[config.mk]
export PLATFORM = sky130hd
export DESIGN_NAME = alu_issue_ctrl
export DESIGN_NICKNAME = d
export VERILOG_FILES = /design/src/rtl/alu_issue_ctrl.sv
export SDC_FILE = /design/constraint.sdc
export NUM_CORES = 1
export LEC_CHECK = 0
export ABC_AREA = 1
export CAP_MARGIN = 5
export CORE_MARGIN = 3
export CORE_UTILIZATION = 28
export CTS_CLUSTER_DIAMETER = 40
export DETAILED_ROUTE_END_ITERATION = 8
export HOLD_SLACK_MARGIN = 0.12
export PLACE_DENSITY_LB_ADDON = 0.3
export SLEW_MARGIN = 15
export SYNTH_ARGS = -nofsm -noshare
export SYNTH_HDL_FRONTEND = slang
export SYNTH_SLANG_ARGS = --single-unit
[constraint.sdc]
create_clock -name clk -period 1.69 [get_ports clk]
set_input_delay 0.507 -clock clk [delete_from_list [all_inputs] [get_ports clk]]
set_output_delay 0.507 -clock clk [all_outputs]
set_load 0.005 [all_outputs]
[src/rtl/alu_issue_ctrl.sv]
// Issue/capture sequencer wrapped around a purely combinational 8-bit alu.
// Optional macro ALU_CARRY_CHAIN_EN adds in_use_carry and an internal carry_flag for multi-word chains.
module alu_issue_ctrl #(
    parameter int WIDTH = 8,
    parameter int CNT_W = 8
) (
    input  logic             clk,
    input  logic             rst,
    // Handshakes: a transfer happens on a rising edge where valid and ready are both high;
    // in_valid/res_ready are sampled only in IDLE/DONE respectively and ignored elsewhere.
    input  logic             in_valid,
    output logic             in_ready,
    input  logic [WIDTH-1:0] in_a,
    input  logic [WIDTH-1:0] in_b,
    input  logic             in_cin,
    input  logic [1:0]       in_sel,
`ifdef ALU_CARRY_CHAIN_EN
    input  logic             in_use_carry,
`endif
    output logic [WIDTH-1:0] alu_a,
    output logic [WIDTH-1:0] alu_b,
    output logic             alu_cin,
    output logic [1:0]       alu_sel,
    input  logic [WIDTH-1:0] alu_out,
    input  logic             alu_cout,
    output logic             res_valid,
    input  logic             res_ready,
    output logic [WIDTH-1:0] res_out,
    output logic             res_cout,
    output logic [CNT_W-1:0] op_count,
    output logic             busy,
    output logic [1:0]       fsm_state
);

    typedef enum logic [1:0] {
        IDLE = 2'd0,
        EXEC = 2'd1,
        DONE = 2'd2
    } state_t;

    state_t state;

`ifdef ALU_CARRY_CHAIN_EN
    logic carry_flag;
    logic next_cin;
    assign next_cin = in_use_carry ? carry_flag : in_cin;
`else
    logic next_cin;
    assign next_cin = in_cin;
`endif

    assign fsm_state = state;

    always_ff @(posedge clk or posedge rst) begin
        if (rst) begin
            state     <= IDLE;
            in_ready  <= 1'b1;
            busy      <= 1'b0;
            res_valid <= 1'b0;
            alu_a     <= '0;
            alu_b     <= '0;
            alu_cin   <= 1'b0;
            alu_sel   <= 2'b00;
            res_out   <= '0;
            res_cout  <= 1'b0;
            op_count  <= '0;
`ifdef ALU_CARRY_CHAIN_EN
            carry_flag <= 1'b0;
`endif
        end else begin
            case (state)
                IDLE: begin
                    if (in_valid) begin
                        alu_a    <= in_a;
                        alu_b    <= in_b;
                        alu_cin  <= next_cin;
                        alu_sel  <= in_sel;
                        in_ready <= 1'b0;
                        busy     <= 1'b1;
                        state    <= EXEC;
                    end
                end
                EXEC: begin
                    // The alu has had a full cycle to settle on the registered operands.
                    res_out   <= alu_out;
                    res_cout  <= alu_cout;
`ifdef ALU_CARRY_CHAIN_EN
                    carry_flag <= alu_cout;
`endif
                    res_valid <= 1'b1;
                    state     <= DONE;
                end
                DONE: begin
                    if (res_ready) begin
                        res_valid <= 1'b0;
                        op_count  <= op_count + CNT_W'(1);
                        in_ready  <= 1'b1;
                        busy      <= 1'b0;
                        state     <= IDLE;
                    end
                end
                default: begin
                    state     <= IDLE;
                    in_ready  <= 1'b1;
                    busy      <= 1'b0;
                    res_valid <= 1'b0;
                end
            endcase
        end
    end

endmodule

==> reports/summary.md, run 1 <==
The tool flagged a number of max-cap violations equal to 0. The clock reaches the later pin of the worst-skew pair after 0.29 ns. The count of input and output buffers was 72. Post-route fraction of the period consumed by the critical path: 0.973.

TritonCTS built the clock tree. Before CTS, the worst setup slack after placement is 0.0270 ns. The total clock sinks was 41. The startpoint type of the worst setup path is a flop. Detailed placement finished with a half-perimeter wire length of 2800 um. The number of global-route vias before repair was 1366. The biggest fanout along the worst timing path is 2. In this design, the stage delay of the slowest critical-path cell is 0.50 ns.

The final cell utilization of the core is 0.474, and the number of buffers created by CTS is 5. The height of the die was 84.7 um; the ratio of routed vias to standard cells was 4.14. The global routing usage summed across all routing layers is 0.110. The cell depth of the worst setup path was 1; the width of the die was 84.7 um. Derived from the worst setup path, the maximum achievable clock frequency is 608 MHz.

The root buffer cell chosen for the clock tree is clkbuf_8. The top cell type's share of synthesized area is 0.577. For this block, the routed nets add up to 3910 um of wire. Data on the critical path arrives at its endpoint at 1.14 ns.

The effective utilization at floorplan came out at 0.291. The layout overhead on the synthesized area is 62.6%. The detailed router finished its first iteration with 38 violations.

The clock tree synthesis step divided the H-tree into 2 levels. On the final layout, the worst clock skew is 0.00331 ns. Traced cell by cell, the critical path runs through clkdlybuf4s50_1. The run gives 298 as the count of nets after finishing. For the worst flop-to-flop path, the logic depth is 6.

After floorplanning, the core was sized to cover 5960 um2. Setup repair after global routing left no endpoint under its margin. The post-synthesis async set-or-reset flop share is 1.00. For the maximum buffer depth of the clock tree, the log shows 2.

Among cell families on the critical path, the largest total delay comes from buffers and inverters. The worst path meets setup with 0.0459 ns of slack. At the end of routability-driven placement, the weighted congestion stood at 0.666. The warning count from the yosys run came out at 0.

The measured slew at the worst slew-check pin was 0.320 ns. The run gives 0 as the number of failing hold endpoints at the final stage. By count the netlist is led by nand2_1, dfrtp_1, inv_1.

Synthesis instantiated 23 different standard cells from the library. The count of non-filler cells in the finished layout is 341. Start-to-end type of the worst setup path: flop to primary output. After detailed routing, the average wire length per cell comes to 11.5 um. The share of final-layout standard cells stronger than drive strength 1 came out at 0.173. In the synthesized netlist the dominant register cell turns out to be dfrtp_1.

The floorplan has 28 rows. The run finished with clean final reports. The worst-case IR drop observed on VDD is 0.683 mV.

The count of unresolved DRC violations after routing is 0, and the setup TNS is 0 ns. The largest individual stage delay along the critical path comes from the cell clkdlybuf4s50_1. The tools report the number of iterations in the first detailed-routing pass as 4. Summing every instance area after synthesis gives 1730 um2. Setup violations remaining at the end of the flow were counted as 0.

The number of nets handed over by synthesis was 204. The worst slew margin relative to its limit was 0.786; the area of the die was 7170 um2. The run gives 0.592 as the post-synthesis sequential area ratio. In this run the power density over the cells is 1560 nW/um2. After synthesis the netlist holds a flip-flop and latch count of 41. The logs give 0 for the number of antenna violations at the first check in global routing and 73 for the number of primary I/O pins.

The smallest clock period supported by the final layout is computed as 1.64 ns. The worst setup path is captured at a primary output. The repair_antennas step left the layout with diodes totalling 0. After global routing the overflow that remains totals 0. The cell depth of the worst hold path is 2, and the combined buffer and inverter count along the critical path is 1. The total leakage power was 1.62 nW; the number of instances in the synthesized netlist was 171. The most common cell in the synthesized netlist is nand2_1.

The first global-routing pass estimated 6260 um of wire. A synthesized cell averages 10.1 um2. For the via count of the routed design, the log shows 1411.

Layout filler cell count: 577. The logs give 0 for the number of slew-limit violations in the final report and 0 for the post-route antenna net violation count. The count of flip-flops with a built-in enable after synthesis is 0.

The synthesized design spends more area on one cell type than any other, namely dfrtp_1. Ranked by total cell area, the synthesized netlist is headed by dfrtp_1, nand2_1, mux2_4. Clock-pin slew was measured on the worst setup and hold paths at 0.08 ns. For the largest net degree at the start of global routing, the log shows 23. The number of placed instances, taps included, is 318. For the worst setup path, the data required time is 1.18 ns. The worst hold path belongs to the class flop to flop.
## cell type report
type / instances / area [um2] / area share
sequential: 41 / 1030 / 0.364
clock buffer: 7 / 86.3 / 0.0306
inverter: 16 / 60.1 / 0.0213
clock inverter: 1 / 30.0 / 0.0106
timing repair buffer: 92 / 933 / 0.331
multi-input combinational: 109 / 589 / 0.209
tap: 75 / 93.8 / 0.0333
## layer usage
metal | global-route usage | part of all wire | vias to the layer above
li1 | - | - | 707
met1 | 0.126 | 0.42 | 650
met2 | 0.191 | 0.50 | 48
met3 | 0.0412 | 0.069 | 6
met4 | 0.0345 | 0.012 | 0
met5 | 0 | 0 | -
## where the power goes
| part | total [W] | switching [W] | internal, W |
|---|---|---|---|
| Sequential | 0.00164 | 0.000216 | 0.00142 |
| Combinational | 0.00196 | 0.000774 | 0.00118 |
| Clock | 0.000811 | 0.000329 | 0.000482 |
## layout by cell type (no fill, tap or decap), drive strengths merged
cell,n
xnor2,2
nand2,80
nand3,8
clkdlybuf4s50,40
dfrtp,40
mux2,9
bufinv,1
dlygate4sd2,8
o21ai,1
buf,20
nor2,4
nand4,1
xor2,2
clkbuf,7
inv,16
dlymetal6s2s,24
a21oi,1
dfstp,1
ha,1
## per-stage QoR
stage | area (um2) | power, W | hold slack, ns
floorplan | 1730 | 0.00256 | 0.451
global placement | 2540 | 0.00361 | 0.456
detailed placement | 2540 | 0.00363 | 0.458
CTS | 2720 | 0.00449 | 0.470
global route | 2820 | 0.00473 | 0.486
finish | 2820 | 0.00440 | 0.466
## state kept, by name, indices dropped and copies added (netlist names)
| register | flops |
|---|---|
| res_cout | 1 |
| res_valid | 1 |
| alu_cin | 1 |
| busy | 1 |
| alu_sel | 2 |
| alu_a | 8 |
| res_out | 8 |
| fsm_state | 2 |
| in_ready | 1 |
| op_count | 8 |
| alu_b | 8 |
## cells by family after synthesis
logic type / after synthesis / synth area share
simple gates: 93 / 0.233
fa+ha+maj: 1 / 0.00721
compound gates: 2 / 0.00577
mux: 9 / 0.0736
xor+xnor: 4 / 0.0202
buf+inv: 21 / 0.0678
flops: 41 / 0.592
## path summary, 6_finish.rpt
check	to	slack, ns	startpoint
max in group asynchronous	alu_a[4]$_DFFE_PP0P_	0.89	rst
worst min-delay path	in_ready$_DFFE_PP1P_	0.47	in_ready$_DFFE_PP1P_
worst max-delay path	op_count[2]	0.05	op_count[2]$_DFFE_PP0P_
min in group asynchronous	fsm_state[0]$_DFFE_PP0P_	0.54	rst
worst min register to register	in_ready$_DFFE_PP1P_	0.47	in_ready$_DFFE_PP1P_
worst max register to register	alu_a[5]$_DFFE_PP0P_	0.35	fsm_state[1]$_DFFE_PP0P_
## timing repair
action / 4_1_cts / 5_1_grt
setup buffers: 9 / 6
resized for setup: 8 / 24
setup endpoints to repair: 16 / 28
hold buffers: 0 / 0
Power figures use the tool's default switching activity.
==> run 2: changes to the inputs <==
==> constraint.sdc (replaced) <==
create_clock -name clk -period 1.69 [get_ports clk]
set_input_delay 0.507 -clock clk [delete_from_list [all_inputs] [get_ports clk]]
set_output_delay 0.507 -clock clk [all_outputs]
set_load 0.05 [all_outputs]
==> reports/summary.md, run 2 (synthesis results as in run 1) <==
The setup TNS is 0 ns (unchanged), and the count of non-filler cells in the finished layout is 325 (-4.7%). The run gives 0 (unchanged) as the total congestion overflow after global routing. The number of rows created at floorplan was 28 (unchanged). Leaving out fill and tap cells, the most frequent cell in the layout is nand2_1.

The overall routed net length came out at 3790 um (-3.0%). The run gives 7170 um2 (unchanged) as the area of the die. The run gives 1600 um (-2.6%) as the met1 routed wirelength after detailed routing.

The run gives 0 (unchanged) as the number of failing hold endpoints at the final stage. The run gives 0.291 (unchanged) as the effective utilization at floorplan. The critical path is of the flop to primary output type. The detailed-placement wirelength estimate came out at 2920 um (+4.3%). The number of primary I/O pins was 73 (unchanged); the biggest cell delay along the critical path was 0.54 ns (+0.04 ns). For the number of global-route vias before repair, the log shows 1386 (+1.5%).

Number of buffers created by CTS: 5 (unchanged). The area of the core was 5960 um2 (unchanged). The tools report the post-route antenna net violation count as 0 (unchanged).

Global-route wire length before repair: 6350 um (+1.4%). The flow ran to the end, and the final reports show no timing, DRC or antenna violations. The final setup violation count was 0 (unchanged). The slowest stage of the critical path belongs to the cell dfrtp_1. In this run the worst hold path is classified as primary input to asynchronous set/reset pin. Final cell utilization of the core: 0.509 (+0.0359).

The total leakage power is 1.49 nW (-7.7%). The highest routed metal layer is met4. The logs give 282 (-5.4%) for the count of nets after finishing and 0.00498 ns (+0.00166 ns) for the setup skew after layout.

Height of the die: 84.7 um (unchanged). The total clock sinks is 41 (unchanged), and the global routing usage summed across all routing layers is 0.112 (+0.00178). The post-layout minimum cycle time was 1.51 ns (-0.136 ns). The width of the die came out at 84.7 um (unchanged).

STA classifies the critical path endpoint as a primary output. The detailed router's first-iteration violation count is 24 (-37%). The count of input and output buffers came out at 72 (unchanged). In this design, the largest share of critical-path delay is due to flip-flops. The run gives 663 MHz (+9.0%) as the maximum clock frequency.

The logs give 0 (-8) for the count of instances resized after the clock tree is built and 2 (unchanged) for the depth of the CTS H-tree. The tools report the largest net degree at the start of global routing as 22 (-4.3%). The post-route fraction of the period consumed by the critical path is 0.892 (-0.0804), and the wire length on met2 is 1840 um (-5.8%). The setup slack of the most critical reg-to-reg path was 0.35 ns (about the same). The logs give 0.671 (+0.78%) for the last weighted congestion value of the routability-driven placer and 317 (-0.31%) for the number of cells in the design after placement.

In the layout the commonest cells are nand2_1, buf_12, dfrtp_1. Worst slew margin relative to its limit: 0.773 (-0.0135). Via count of the routed design: 1319 (-6.5%). The instance area at placement came out at 2940 um2 (+16%). The maximum buffer depth of the clock tree came out at 2 (unchanged). Setup repair after global routing left no endpoint under its margin.

The sum of met3 wire segment lengths after detailed routing was 334 um (+23%). TritonCTS built the clock tree. The biggest fanout along the worst timing path is 6 (+4). Startpoint type of the worst setup path: a flop. The wire length per cell is 11.7 um (+1.7%), and the clock network latency to the later pin of the worst-skew pair is 0.28 ns (about the same). For the number of iterations in the first detailed-routing pass, the log shows 3 (-1).

The final instance area was 3030 um2 (+7.6%). The worst register-to-register path ends at alu_b[2]$_DFFE_PP0P_. The run gives 0 (unchanged) as the number of slew-limit violations in the final report. Share of final-layout standard cells stronger than drive strength 1: 0.280 (+0.107).

The reg-to-reg startpoint was fsm_state[1]$_DFFE_PP0P_. The ratio of routed vias to standard cells came out at 4.06 (-1.9%). The tools report the total setup buffers inserted after CTS as 0 (-9). For the total of max-cap violations, the log shows 0 (unchanged).

The layout filler cell count was 533 (-7.6%); the number of cell instances on the worst register-to-register path was 5 (-1). The run gives 0.0169 ns (-0.0100 ns) as the placement-stage worst setup slack. The area growth from synthesis to layout is 75.0%. The final worst-path setup slack is 0.182 ns (+0.136 ns). The combined buffer and inverter count along the critical path works out to 1 (unchanged). The signal on the critical path passes through buf_12. The logs give 1.18 ns (about the same) for the required time at the endpoint of the critical path and 0 (unchanged) for the number of antenna violations at the first check in global routing.

The clock-pin slew on the worst setup and hold paths is 0.07 ns (about the same). The logs give 1.00 ns (-0.14 ns) for the critical path arrival and 1.38 mV (+100%) for the maximum vdd drop. The measured slew at the worst slew-check pin works out to 0.340 ns (+0.0203 ns).

The power density over the cells works out to 2260 nW/um2 (+45%). The run gives 0 (unchanged) as the total of hold buffers inserted after clock tree synthesis. For the number of antenna repair diodes, the log shows 0 (unchanged).

The tools report the count of unresolved DRC violations after routing as 0 (unchanged). The tools report the clock tree root driver cell as clkbuf_8.
run 2: cell count changes in the layout (fill, tap and decap cells not counted), sizes merged:
cell           delta
buf              +25
bufinv            -1
clkbuf            +1
clkdlybuf4s50     -9
dlygate4sd2       -8
dlymetal6s2s     -24
run 2: routing by layer:
metal | up-vias | global-route usage
met1 | 600 | 0.134
met5 | - | 0
met4 | 0 | 0.0345
li1 | 675 | -
met3 | 2 | 0.0510
met2 | 42 | 0.181
run 2: cell type report:
| class | count | area [um2] | share of cell area |
|---|---|---|---|
| timing repair buffer | 76 | 1170 | 0.387 |
| sequential | 41 | 1030 | 0.339 |
| multi-input combinational | 109 | 589 | 0.194 |
| tap | 75 | 93.8 | 0.0309 |
| clock buffer | 8 | 90.1 | 0.0297 |
| inverter | 16 | 60.1 | 0.0198 |
run 2: worst max path at each step:
stage                                   startpoint  slack (ns)  cells after the start                       to
after floorplan            op_count[0]$_DFFE_PP0P_        0.21                      6  op_count[6]$_DFFE_PP0P_
after global placement                   res_ready        0.06                      6  op_count[7]$_DFFE_PP0P_
after detailed placement                 res_ready        0.02                      6  op_count[7]$_DFFE_PP0P_
after CTS                 fsm_state[1]$_DFFE_PP0P_        0.18                      1             fsm_state[1]
after global routing      fsm_state[1]$_DFFE_PP0P_        0.15                      1             fsm_state[1]
final                     fsm_state[1]$_DFFE_PP0P_        0.18                      1             fsm_state[1]
run 2: where the power goes:
group,switching [W],internal (W),leakage [nW]
combinational,0.00219,0.00207,0.961
clock,0.000307,0.000333,0.0455
sequential,0.000529,0.00142,0.489
total,0.00302,0.00382,1.49
run 2: metrics by stage:
| step | hold slack (ns) | power, W |
|---|---|---|
| after floorplan | 0.572 | 0.00403 |
| after global placement | 0.477 | 0.00623 |
| after detailed placement | 0.481 | 0.00628 |
| after CTS | 0.475 | 0.00695 |
| after global routing | 0.503 | 0.00718 |
| final | 0.483 | 0.00685 |
==> run 3: changes to the inputs <==
--- a/config.mk
+++ b/config.mk
@@ -13,6 +13,7 @@
 export DETAILED_ROUTE_END_ITERATION = 8
 export HOLD_SLACK_MARGIN = 0.12
 export PLACE_DENSITY_LB_ADDON = 0.3
+export SETUP_SLACK_MARGIN = 0.2
 export SLEW_MARGIN = 15
 export SYNTH_ARGS = -nofsm -noshare
 export SYNTH_HDL_FRONTEND = slang
==> reports/summary.md, run 3 (synthesis results as in run 1) <==
The flow ran to the end, and the final reports show no timing, DRC or antenna violations. The count of unresolved DRC violations after routing is 0 (unchanged), and the overall routed net length is 3790 um (unchanged). The logs give 0 (unchanged) for the total congestion overflow after global routing and 0.00492 ns (-0.0000564 ns) for the setup skew after layout. The logs give 5960 um2 (unchanged) for the area of the core and 0.39 ns (+0.04 ns) for the setup slack of the most critical reg-to-reg path. The effective utilization at floorplan is 0.291 (unchanged). The run gives 0.671 (unchanged) as the last weighted congestion value of the routability-driven placer. For the maximum vdd drop, the log shows 1.38 mV (about the same). The terminus of the critical flop-to-flop path is alu_b[2]$_DFFE_PP0P_. The clock-pin slew on the worst setup and hold paths came out at 0.07 ns (about the same). The maximum clock frequency came out at 673 MHz (+1.5%).

The worst setup path is launched from a flop. For the global-route wire length before repair, the log shows 6350 um (unchanged). The start-to-end type of the worst setup path is flop to primary output. The count of input and output buffers is 72 (unchanged), and the worst slew margin relative to its limit is 0.773 (about the same).

The highest routed metal layer is met4. TritonCTS built the clock tree. The clock network latency to the later pin of the worst-skew pair was 0.28 ns (about the same); the number of cell instances on the worst register-to-register path was 5 (unchanged). The depth of the CTS H-tree is 2 (unchanged). In the layout the commonest cells are nand2_1, buf_12, dfrtp_1. The root buffer cell chosen for the clock tree is clkbuf_8.

The run gives 0 (unchanged) as the number of antenna violations at the first check in global routing. From synthesis to final layout, the design area changed by 75.2%. The setup TNS was 0 ns (unchanged). The width of the die works out to 84.7 um (unchanged). The biggest cell delay along the critical path is 0.56 ns (+0.02 ns). The number of slew-limit violations in the final report was 0 (unchanged). Setup repair after global routing could not meet its margin everywhere.

Share of final-layout standard cells stronger than drive strength 1: 0.292 (+0.0120). The worst register-to-register path begins at fsm_state[1]$_DFFE_PP0P_. The detailed-placement wirelength estimate came out at 2920 um (unchanged).

Post-route antenna net violation count: 0 (unchanged). The height of the die was 84.7 um (unchanged). The total clock sinks is 41 (unchanged). The type of destination of the critical path is a primary output.

On the critical path, the stage with the largest delay is an instance of dfstp_2. The run gives 5 (unchanged) as the number of buffers created by CTS. The biggest fanout along the worst timing path works out to 2 (-4). The number of antenna repair diodes came out at 0 (unchanged). The library cell used most frequently in the layout, excluding fill and tap cells, is nand2_1. The path class of the tightest hold or removal check is primary input to asynchronous set/reset pin.

The post-layout minimum cycle time was 1.49 ns (-0.0221 ns); the count of non-filler cells in the finished layout was 325 (unchanged). The maximum buffer depth of the clock tree came out at 2 (unchanged). The wire length per cell works out to 11.7 um (unchanged). The sum of met3 wire segment lengths after detailed routing is 334 um (unchanged).

The combined buffer and inverter count along the critical path is 1 (unchanged). The number of rows created at floorplan was 28 (unchanged); the total setup buffers inserted after CTS was 0 (unchanged). The tools report the total of max-cap violations as 0 (unchanged). The run gives 3 (unchanged) as the number of iterations in the first detailed-routing pass.

The ratio of routed vias to standard cells was 4.06 (unchanged). The measured slew at the worst slew-check pin is 0.339 ns (-0.000877 ns), and the total leakage power is 1.49 nW (-0.27%). The total of hold buffers inserted after clock tree synthesis came out at 0 (unchanged). The global routing usage summed across all routing layers is 0.112 (unchanged). The number of primary I/O pins was 73 (unchanged). The power density over the cells came out at 2260 nW/um2 (about the same).

In this design, the largest share of critical-path delay is due to flip-flops. The largest net degree at the start of global routing is 22 (unchanged), and the critical path arrival is 0.98 ns (-0.02 ns). For the count of nets after finishing, the log shows 282 (unchanged).

The wire length on met2 was 1840 um (unchanged). The run gives 317 (unchanged) as the number of cells in the design after placement. The run gives 1386 (unchanged) as the number of global-route vias before repair.

Traced cell by cell, the critical path runs through buf_12. The via count of the routed design is 1319 (unchanged). The required time at the endpoint of the critical path is 1.18 ns (about the same). The area of the die came out at 7170 um2 (unchanged). The number of failing hold endpoints at the final stage came out at 0 (unchanged).

The run gives 0 (unchanged) as the final setup violation count. Met1 routed wirelength after detailed routing: 1600 um (unchanged). Post-route fraction of the period consumed by the critical path: 0.879 (-0.0131). The detailed router's first-iteration violation count came out at 24 (unchanged).
==> run 3: timing repair <==
action,CTS,global route
setup endpoints to repair,2,3
endpoints found under the hold margin,0,0
gates resized for setup,1,2
==> run 3: worst max-delay path by stage <==
stage,from,end,slack [ns],depth (start not counted)
floorplan,op_count[0]$_DFFE_PP0P_,op_count[6]$_DFFE_PP0P_,0.21,6
detailed placement,res_ready,op_count[7]$_DFFE_PP0P_,0.02,6
finish,in_ready$_DFFE_PP1P_,in_ready,0.20,1
CTS,in_ready$_DFFE_PP1P_,in_ready,0.19,1
global placement,res_ready,op_count[7]$_DFFE_PP0P_,0.06,6
global route,in_ready$_DFFE_PP1P_,in_ready,0.17,1
==> run 3: stage by stage <==
step | power (W) | hold slack (ns) | utilization | cell area (um2) | setup WS [ns]
CTS | 0.00696 | 0.475 | 0.510 | 3040 | 0.189
finish | 0.00685 | 0.484 | 0.510 | 3040 | 0.204
detailed placement | 0.00628 | 0.481 | 0.494 | 2940 | 0.0169
floorplan | 0.00403 | 0.572 | - | 1730 | 0.213
global route | 0.00719 | 0.503 | 0.510 | 3040 | 0.169
global placement | 0.00623 | 0.477 | 0.494 | 2940 | 0.0574
==> run 3: area by class of cell <==
cell class              instances  area (um2)
clock buffers                   8        90.1
fillers                       536        2920
inverters                      16        60.1
multi-input cells             109         589
flip-flops and latches         41        1030
well taps                      75        93.8
repair buffers                 76        1170
==> run 3: report_power, final <==
part / switching (W) / total (W) / internal, W
clock: 0.000307 / 0.000640 / 0.000333
sequential: 0.000529 / 0.00196 / 0.00143
combinational: 0.00219 / 0.00426 / 0.00207
total: 0.00302 / 0.00685 / 0.00383
==> run 3: routing by layer <==
metal	up-vias	global-route usage
met1	600	0.134
met4	0	0.0345
met3	2	0.0510
met5	-	0
met2	42	0.181
li1	675	-
